===== config.mk =====
export PLATFORM = sky130hd
export DESIGN_NAME = alu_stack_ctrl
export DESIGN_NICKNAME = d
export VERILOG_FILES = /design/src/rtl/alu_stack_ctrl_pkg.sv /design/src/rtl/alu_stack_ctrl_op_stack.sv /design/src/rtl/alu_stack_ctrl.sv
export SDC_FILE = /design/constraint.sdc
export NUM_CORES = 1
export LEC_CHECK = 0
export BUFFER_PORTS_ARGS = -buffer_cell sky130_fd_sc_hd__buf_2
export CAP_MARGIN = 20
export CORE_ASPECT_RATIO = 1.5
export CORE_UTILIZATION = 40
export DETAILED_ROUTE_END_ITERATION = 8
export MAX_ROUTING_LAYER = met4
export RECOVER_POWER = 100
export SLEW_MARGIN = 0
export SYNTH_ARGS = -nofsm -noshare
export SYNTH_HDL_FRONTEND = slang
export SYNTH_SLANG_ARGS = --single-unit

===== constraint.sdc =====
create_clock -name clk -period 6.35 [get_ports clk]
set_clock_uncertainty 0.15 [all_clocks]
set_input_delay 0.3175 -clock clk [delete_from_list [all_inputs] [get_ports clk]]
set_output_delay 0.3175 -clock clk [all_outputs]
set_load 0.005 [all_outputs]

===== src/rtl/alu_stack_ctrl_pkg.sv =====
// Shared definitions for the RPN stack sequencer and its alu: opcodes, command kinds, error codes, FSM states.
// Binary opcodes occupy 5'h00..5'h0F, unary 5'h10..5'h12, everything above is illegal.
package alu_stack_ctrl_pkg;

    localparam logic [4:0] OP_ADD  = 5'h00;
    localparam logic [4:0] OP_SUB  = 5'h01;
    localparam logic [4:0] OP_MUL  = 5'h02;
    localparam logic [4:0] OP_AND  = 5'h03;
    localparam logic [4:0] OP_OR   = 5'h04;
    localparam logic [4:0] OP_XOR  = 5'h05;
    localparam logic [4:0] OP_SHL  = 5'h06;
    localparam logic [4:0] OP_SHR  = 5'h07;
    localparam logic [4:0] OP_SRA  = 5'h08;
    localparam logic [4:0] OP_MIN  = 5'h09;
    localparam logic [4:0] OP_MAX  = 5'h0A;
    localparam logic [4:0] OP_EQ   = 5'h0B;
    localparam logic [4:0] OP_NE   = 5'h0C;
    localparam logic [4:0] OP_GE   = 5'h0D;
    localparam logic [4:0] OP_GT   = 5'h0E;
    localparam logic [4:0] OP_LT   = 5'h0F;
    localparam logic [4:0] OP_NEG  = 5'h10;
    localparam logic [4:0] OP_BNOT = 5'h11;
    localparam logic [4:0] OP_ABS  = 5'h12;

    localparam logic [1:0] K_PUSH  = 2'b00;
    localparam logic [1:0] K_OP    = 2'b01;
    localparam logic [1:0] K_POP   = 2'b10;
    localparam logic [1:0] K_CLEAR = 2'b11;

    localparam logic [1:0] ERR_NONE  = 2'b00;
    localparam logic [1:0] ERR_UNDER = 2'b01;
    localparam logic [1:0] ERR_OVER  = 2'b10;
    localparam logic [1:0] ERR_ILL   = 2'b11;

    typedef enum logic [1:0] {
        ST_IDLE = 2'b00,
        ST_EXEC = 2'b01,
        ST_WB   = 2'b10
    } state_t;

    function automatic logic op_is_unary(input logic [4:0] op);
        return (op >= OP_NEG) && (op <= OP_ABS);
    endfunction

    function automatic logic op_is_legal(input logic [4:0] op);
        return op <= OP_ABS;
    endfunction

endpackage


===== src/rtl/alu_stack_ctrl_op_stack.sv =====
// DEPTH x W operand stack with a valid count; reads of top and top-1 are combinational.
// Latency: writes and count updates land on the next clk edge. Backpressure: none, caller guards bounds.
module op_stack #(
    parameter int W     = 16,
    parameter int DEPTH = 8,
    parameter int DW    = $clog2(DEPTH+1),
    parameter int AW    = $clog2(DEPTH)
) (
    input  logic          clk,
    input  logic          rst,
    input  logic          wr_en,
    input  logic [AW-1:0] wr_addr,
    input  logic [W-1:0]  wr_data,
    input  logic          cnt_ld,
    input  logic [DW-1:0] cnt_nxt,
    output logic [DW-1:0] cnt,
    output logic [W-1:0]  rd_top,
    output logic [W-1:0]  rd_sec
);

    logic [W-1:0]  mem [DEPTH];
    logic [AW-1:0] top_idx;
    logic [AW-1:0] sec_idx;

    // Low address bits wrap cleanly: cnt==DEPTH maps to index DEPTH-1.
    assign top_idx = cnt[AW-1:0] - AW'(1);
    assign sec_idx = cnt[AW-1:0] - AW'(2);

    assign rd_top = (cnt >= DW'(1)) ? mem[top_idx] : '0;
    assign rd_sec = (cnt >= DW'(2)) ? mem[sec_idx] : '0;

    always_ff @(posedge clk) begin
        if (wr_en) begin
            mem[wr_addr] <= wr_data;
        end
    end

    always_ff @(posedge clk or posedge rst) begin
        if (rst) begin
            cnt <= '0;
        end else if (cnt_ld) begin
            cnt <= cnt_nxt;
        end
    end

endmodule


===== src/rtl/alu_stack_ctrl.sv =====
// RPN stack sequencer: pushes/pops operands and runs OPs through an external alu, writing the result back.
// Latency: PUSH/POP/CLEAR 1 cycle; OP 3 cycles (latch, execute, writeback). Backpressure: cmd_ready low during EXEC/WB.
module alu_stack_ctrl
    import alu_stack_ctrl_pkg::*;
#(
    parameter int W     = 16,
    parameter int DEPTH = 8,
    parameter int DW    = $clog2(DEPTH+1)
) (
    input  logic          clk,
    input  logic          rst,
    input  logic          cmd_valid,
    output logic          cmd_ready,
    input  logic [1:0]    cmd_kind,
    input  logic [W-1:0]  cmd_data,
    input  logic [4:0]    cmd_op,
    output logic [W-1:0]  alu_a,
    output logic [W-1:0]  alu_b,
    output logic [4:0]    alu_f,
    input  logic [W-1:0]  alu_s,
    output logic [W-1:0]  top,
    output logic [DW-1:0] depth,
    output logic          err,
    output logic [1:0]    err_code
);

    localparam int AW = $clog2(DEPTH);

    state_t        state;
    logic [W-1:0]  res;
    logic [DW-1:0] wslot;
    logic          unary_q;

    logic          fire;
    logic          wr_en;
    logic [AW-1:0] wr_addr;
    logic [W-1:0]  wr_data;
    logic          cnt_ld;
    logic [DW-1:0] cnt_nxt;
    logic [W-1:0]  rd_sec;
    logic          full;
    logic          op_unary;
    logic [DW-1:0] op_need;

    assign fire     = cmd_valid && cmd_ready;
    assign full     = (depth == DW'(DEPTH));
    assign op_unary = op_is_unary(cmd_op);
    assign op_need  = op_unary ? DW'(1) : DW'(2);

    op_stack #(.W(W), .DEPTH(DEPTH), .DW(DW), .AW(AW)) u_stack (
        .clk     (clk),
        .rst     (rst),
        .wr_en   (wr_en),
        .wr_addr (wr_addr),
        .wr_data (wr_data),
        .cnt_ld  (cnt_ld),
        .cnt_nxt (cnt_nxt),
        .cnt     (depth),
        .rd_top  (top),
        .rd_sec  (rd_sec)
    );

    always_comb begin
        wr_en   = 1'b0;
        wr_addr = depth[AW-1:0];
        wr_data = cmd_data;
        cnt_ld  = 1'b0;
        cnt_nxt = depth;
        if (state == ST_WB) begin
            wr_en   = 1'b1;
            wr_addr = wslot[AW-1:0];
            wr_data = res;
            cnt_ld  = 1'b1;
            cnt_nxt = unary_q ? depth : depth - DW'(1);
        end else if (fire) begin
            case (cmd_kind)
                K_PUSH: begin
                    if (!full) begin
                        wr_en   = 1'b1;
                        cnt_ld  = 1'b1;
                        cnt_nxt = depth + DW'(1);
                    end
                end
                K_POP: begin
                    if (depth != '0) begin
                        cnt_ld  = 1'b1;
                        cnt_nxt = depth - DW'(1);
                    end
                end
                K_CLEAR: begin
                    cnt_ld  = 1'b1;
                    cnt_nxt = '0;
                end
                default: ;
            endcase
        end
    end

    always_ff @(posedge clk or posedge rst) begin
        if (rst) begin
            state     <= ST_IDLE;
            cmd_ready <= 1'b1;
            err       <= 1'b0;
            err_code  <= ERR_NONE;
            alu_a     <= '0;
            alu_b     <= '0;
            alu_f     <= '0;
            res       <= '0;
            wslot     <= '0;
            unary_q   <= 1'b0;
        end else begin
            err <= 1'b0;
            case (state)
                ST_IDLE: begin
                    if (fire) begin
                        case (cmd_kind)
                            K_PUSH: begin
                                if (full) begin
                                    err      <= 1'b1;
                                    err_code <= ERR_OVER;
                                end
                            end
                            K_POP: begin
                                if (depth == '0) begin
                                    err      <= 1'b1;
                                    err_code <= ERR_UNDER;
                                end
                            end
                            K_OP: begin
                                // An illegal opcode is reported even when the stack is also short.
                                if (!op_is_legal(cmd_op)) begin
                                    err      <= 1'b1;
                                    err_code <= ERR_ILL;
                                end else if (depth < op_need) begin
                                    err      <= 1'b1;
                                    err_code <= ERR_UNDER;
                                end else begin
                                    alu_f     <= cmd_op;
                                    unary_q   <= op_unary;
                                    alu_a     <= op_unary ? top : rd_sec;
                                    alu_b     <= op_unary ? '0 : top;
                                    wslot     <= depth - op_need;
                                    cmd_ready <= 1'b0;
                                    state     <= ST_EXEC;
                                end
                            end
                            default: ;
                        endcase
                    end
                end
                ST_EXEC: begin
                    res   <= alu_s;
                    state <= ST_WB;
                end
                ST_WB: begin
                    cmd_ready <= 1'b1;
                    state     <= ST_IDLE;
                end
                default: begin
                    cmd_ready <= 1'b1;
                    state     <= ST_IDLE;
                end
            endcase
        end
    end

endmodule


Word level (Yosys, flattened, before mapping)
Memory sizes are Yosys's and may differ from the RTL's.
Index checks and enable logic that the tools add are counted.
- register bits after elaboration: 67
- memory bits (writable): 128
- input bits: 42
- output and inout bits: 61
- memories: 1
- add/sub/neg operators: 5
- order comparisons: 5
- equality and inequality tests: 16
- multiplexer cells: 45
- bitwise logic cells: 2
- reduce and logical (&&, ||, !) cells: 14
- memory list (name ; depth ; bits a word ; rd ports ; clocked after Yosys merged registers in ; write ports ; RTL line ; RTL):
    u_stack.mem ; 8 ; 16 ; 2 ; 0 ; 1 ; alu_stack_ctrl_op_stack.sv:21 ; logic [W-1:0] mem [DEPTH];
- operators with widths (cell ; count):
    2-to-1 mux 16 bit ; 5
    2-to-1 mux 4 bit ; 5
    2-to-1 mux 1 bit ; 19
    2-to-1 mux 2 bit ; 9
    != test 2 bit (second input constant) ; 6
    case mux 4 bit (3 select lines) ; 1
    AND reduction 6 bit ; 2
    AND reduction 5 bit ; 2
    != test 3 bit (second input constant) ; 3
    nonzero test 4 bit ; 2
    equality test 2 bit (second input constant) ; 3
    case mux 1 bit (3 select lines) ; 2
    case mux 2 bit (3 select lines) ; 1
    greater-or-equal comparator 5 bit (second input constant) ; 1
    less-or-equal comparator 5 bit (second input constant) ; 1
    adder 4 x 1 -> 4 bit (second input constant) ; 1
    equality test 2 x 1 -> 1 bit (second input constant) ; 2
    equality test 4 bit (second input constant) ; 1
    greater-or-equal comparator 4 x 1 -> 1 bit (second input constant) ; 1
    greater-or-equal comparator 4 x 2 -> 1 bit (second input constant) ; 1
    logical NOT 2 bit ; 2
    logical NOT 4 bit ; 1
    < comparator 4 x 2 -> 1 bit ; 1
    case mux 2 bit (2 select lines) ; 1
    other kinds (12) ; 14

Depth between registers and ports, before layout
- depth in word-level cells: 9
- gate-level depth with buffers: 13

By module
From an unflattened synthesis, not the netlist that was laid out.
- cells, all modules: 688
- area total of the unflattened synthesis: 9549.2 um^2
- by module, submodules not included (module ; times used ; cells an instance ; area each (um^2) ; seq. area each (um^2)):
    op_stack ; 1 ; 338 ; 6218.5 ; 3943.8
    alu_stack_ctrl ; 1 ; 350 ; 3330.7 ; 1577.8

Worst setup path before layout
OpenSTA, ideal clock, no wires.
- kind: register to register
- from: register u_stack.cnt[1]
- to: memory u_stack.mem[0][0] (enable)
- data arrival time: 2.643 ns
- data required time: 5.812 ns
- path slack: 3.168 ns
- stages on the path, launching flop included: 10
- path buffers: 3
- period minus slack after synthesis: 3.182 ns
- path through: dfrtp_1 > buf_2 > buf_2 > buf_2 > inv_1 > ha_1 > nor2b_4 > a21oi_1 > a31oi_1 > nor2_1
- word-level cells in the longest chain between the ends: 7
- elaborated cells on any way between the ends: 8
- classes of those cells: eq/ne: 1; mux: 7
- ends and longest elaborated chain (element ; RTL line ; RTL):
    start, declared ; alu_stack_ctrl_op_stack.sv:16 ; output logic [DW-1:0] cnt,
    start signal, assigned ; alu_stack_ctrl_op_stack.sv:42 ; cnt <= cnt_nxt;
    equality test 4 bit ; alu_stack_ctrl.sv:46 ; assign full = (depth == DW'(DEPTH));
    2-to-1 mux 1 bit ; alu_stack_ctrl.sv:78 ; if (!full) begin
    2-to-1 mux 1 bit ; alu_stack_ctrl.sv:76 ; case (cmd_kind)
    2-to-1 mux 1 bit ; alu_stack_ctrl.sv:75 ; end else if (fire) begin
    2-to-1 mux 1 bit ; alu_stack_ctrl.sv:69 ; if (state == ST_WB) begin
    2-to-1 mux 1 bit ; alu_stack_ctrl_op_stack.sv:33 ; if (wr_en) begin
    2-to-1 mux 1 bit (not written as such) ; alu_stack_ctrl_op_stack.sv:34 ; mem[wr_addr] <= wr_data;
    end, declared ; alu_stack_ctrl_op_stack.sv:21 ;
Parallel ways exist; a longest one is shown, timed or not.

Worst setup path in the final report
- from: register u_stack.cnt[0]
- to: output port top[9]
- word-level cells in the longest chain between the ends: 3
- elaborated cells on any way between the ends: 4
- classes of those cells: add/sub: 1; order compare: 1; mux: 1; memory: 1
- ends and longest elaborated chain (element ; RTL line ; RTL):
    subtractor 3 x 1 -> 3 bit ; alu_stack_ctrl_op_stack.sv:26 ; assign top_idx = cnt[AW-1:0] - AW'(1);
    memory read (8 x 16 bit) ; -- ;
    2-to-1 mux 16 bit * ; alu_stack_ctrl_op_stack.sv:29 ; assign rd_top = (cnt >= DW'(1)) ? mem[top_idx] : '0;
    end, declared ; alu_stack_ctrl.sv:21 ; output logic [W-1:0] top,
Every way passes the cells marked *; elsewhere a longest branch is shown, timed or not.

==> flow_summary.yaml <==
clock_network:
  cts_tree: "yes"
  ctsHtreeMaxLevel: 4
  worst_setup_hold_path_clk_slew_ps: 70
  clk_latency_ps: 440
  cts_root_buf: "clkbuf_16"
  ctsResizeCount: 0
  numClockSinks: 195
  clockBufferDepth: 2
  numCtsBuffers: 17
final_layout:
  layout-drive-gt1-share_pct: 22.0
  num_antenna_cells: 0
  synthToLayoutAreaGrowth_pct: 12.3
  regArea_mm2: 0.00553
  multi_input_area_mm2: 0.00340
  nNetsFinal: 865
  n_fill_cell: 2249
sta:
  tightest_slew_ps: 2800
  fmax_ghz: 0.204
  setup_tns_ps: 0
  rsz0062_at_grt: "false"
  period_minus_slack_ps: 4910
  finalSetupViolCount: 0
  slew_headroom_pct: -86.7
  finalHoldViolCount: 0
  fin_ws_ps: 1440
  fin_crit_sh_pct: 77.3
  slew_violations: 177
  fin_hold_ws_ps: 164
yosys:
  synth_edf_count: 128
  synth_cells: 700
  yosys_warnings: 0
  synth_area_mm2: 0.00961
  async_flop_share_pct: 34.4
  synth.distinct_cells: 58
  synth_flop_cell: "edfxtp_1"
  syn-num-nets: 754
  syn_area_per_cell_um2: 13.7
  ys_seq_area_share_pct: 57.4
  ys_seq_elements: 195
die:
  io_pins: 103
  die_h_um: 192
  rows: 69
  dieArea_mm2: 0.0247
  core_mm2: 0.0237
  die_w_um: 129
  start_util_pct: 40.6
critical_path:
  required_ps: 5880
  worstRegToRegCells: 4
  crit_type: "reg2out"
  critPathArrivalTime_ps: 4440
  startpoint: "u_stack.cnt[0]"
  crit_path_end: "top[9]"
  reg2reg_from: "state[1]"
  endpoint_kind: "output port"
  cp_max_fo: 47
  startpoint_type: "flip-flop"
  r2r_end: "u_stack.mem[3][10]"
  regToRegSetupSlack_ps: 1780
drt:
  highest_layer: "met4"
  drc: 0
  wl_per_cell_um: 20.6
  drt_iter0_drc: 379
  via_per_inst: 5.28
  met3_length_um: 808
  ant_nets: 0
  drtPass1Iterations: 5
  wl_met2_um: 12400
  wl_met1_um: 9970
  routed_wl_um: 23600
  vias: 6040
power_and_ir_drop:
  p_leak_uw: 0.00411
  power.density_mw_per_mm2: 451
  power_uw: 4870
  ir_worst_vdd_v: 0.000208
global_route:
  grt_start_max_net_pins: 56
  grt_pass1_vias: 5889
  grt_pass1_wl_um: 35200
  antenna_found_initial: 0
  overflow: 0
  grt.total_usage_pct: 20.5
place:
  portBuffers: 102
  gp_congestion: 0.778
  dpl.hpwl_um: 15000
  pre_cts_slack_ps: 2530
outcome:
  status: "finished, violations left"
  violations: "max-capacitance violations, max-slew violations"
job:
  cap_viol_max_count: 5
worst_hold_path:
  hold_class: "in2reg"
  min_from: "cmd_valid"
## cell type report
cell class / count / area share, %
Timing Repair Buffer: 139 / 7.13
Inverter: 43 / 1.52
Clock buffer: 20 / 4.04
Sequential cell: 195 / 51.2
Multi-Input combinational cell: 415 / 31.5
Clock inverter: 12 / 0.927
Tap cell: 319 / 3.70
## logic make-up (layout without fill, tap and decap cells)
kind of cell	count (synthesis)	after routing	share of synthesized area, %
compound gates	112	112	9.64
xor+xnor	3	3	0.273
mux	98	98	17.0
simple gates	190	190	8.47
flops	195	195	57.4
fa+ha+maj	12	12	1.56
buf+inv	90	214	5.60
## stage by stage
step	utilization, %	std cells	area [um^2]
global placement	43.4	1088	10300
finish	45.7	1143	10800
global route	45.7	1143	10800
floorplan	-	700	9610
detailed placement	43.4	1088	10300
CTS	46.6	1141	11000
## layout by cell type (no fill, tap or decap), types with 12 or more instances in the layout
cell type      count
a22oi_1           16
a31oi_1           20
buf_2             71
clkbuf_1          44
clkbuf_16         17
dfrtp_1           65
dlygate4sd3_1     21
edfxtp_1         128
ha_1              12
inv_1             40
mux2_2            18
mux2i_1           31
mux4_2            44
nand2_1          126
nor2_1            32
o211ai_1          17
o21ai_0           23
o22ai_1           14
## cell usage after synthesis, types with 9 or more instances
cell / number / area share (%)
mux4_2: 44 / 10
a31oi_1: 20 / 1.3
o211ai_1: 17 / 1.3
inv_1: 40 / 1.6
mux2i_1: 31 / 3.2
nand2_1: 126 / 4.9
ha_1: 12 / 1.6
o21ai_0: 12 / 0.62
dfrtp_1: 66 / 17
mux2_2: 18 / 2.1
nor2_1: 34 / 1.3
clkbuf_1: 9 / 0.35
o21ai_1: 11 / 0.57
a22oi_1: 16 / 1.2
o22ai_4: 9 / 1.9
edfxtp_1: 128 / 40
buf_2: 17 / 0.89
## routing by layer
metal	up-vias	GRT usage, %
met5	-	-
met2	137	34.7
met4	0	6.83
li1	2817	-
met3	29	3.48
met1	3057	24.8
## report_power, final
| part | internal [uW] | total [uW] | switching (uW) |
|---|---|---|---|
| combinational | 926 | 2080 | 1150 |
| clock | 511 | 1010 | 497 |
| sequential | 1590 | 1780 | 194 |
| total | 3020 | 4870 | 1840 |
## state kept, by name, summed over array words and instances, names as in the netlist
signal,flops
alu_f,5
cmd_ready,1
state,2
res,16
unary_q,1
u_stack.mem,128
err_code,2
wslot,3
alu_a,16
alu_b,16
err,1
u_stack.cnt,4
## what timing repair did
item	in CTS	in global routing
hold buffers	21	0
setup buffers	0	0
endpoints found under the setup margin	0	0
endpoints found under the hold margin	40	0
## worst min path at each step
stage / endpoint / depth (start not counted)
3_3_place_gp: alu_a[14] / 2
2_1_floorplan: alu_f[0] / 2
5_1_grt: err / 4
4_1_cts: err / 4
6_report: err / 4
3_5_place_dp: alu_a[14] / 2
## worst max-delay path: stages, from the launching register on
cell and delay (ps):
dfrtp_4 930, inv_1 330, ha_1 1490, mux4_2 440, inv_1 50, o22ai_1 510, buf_2 230
Power figures use the tool's default switching activity.
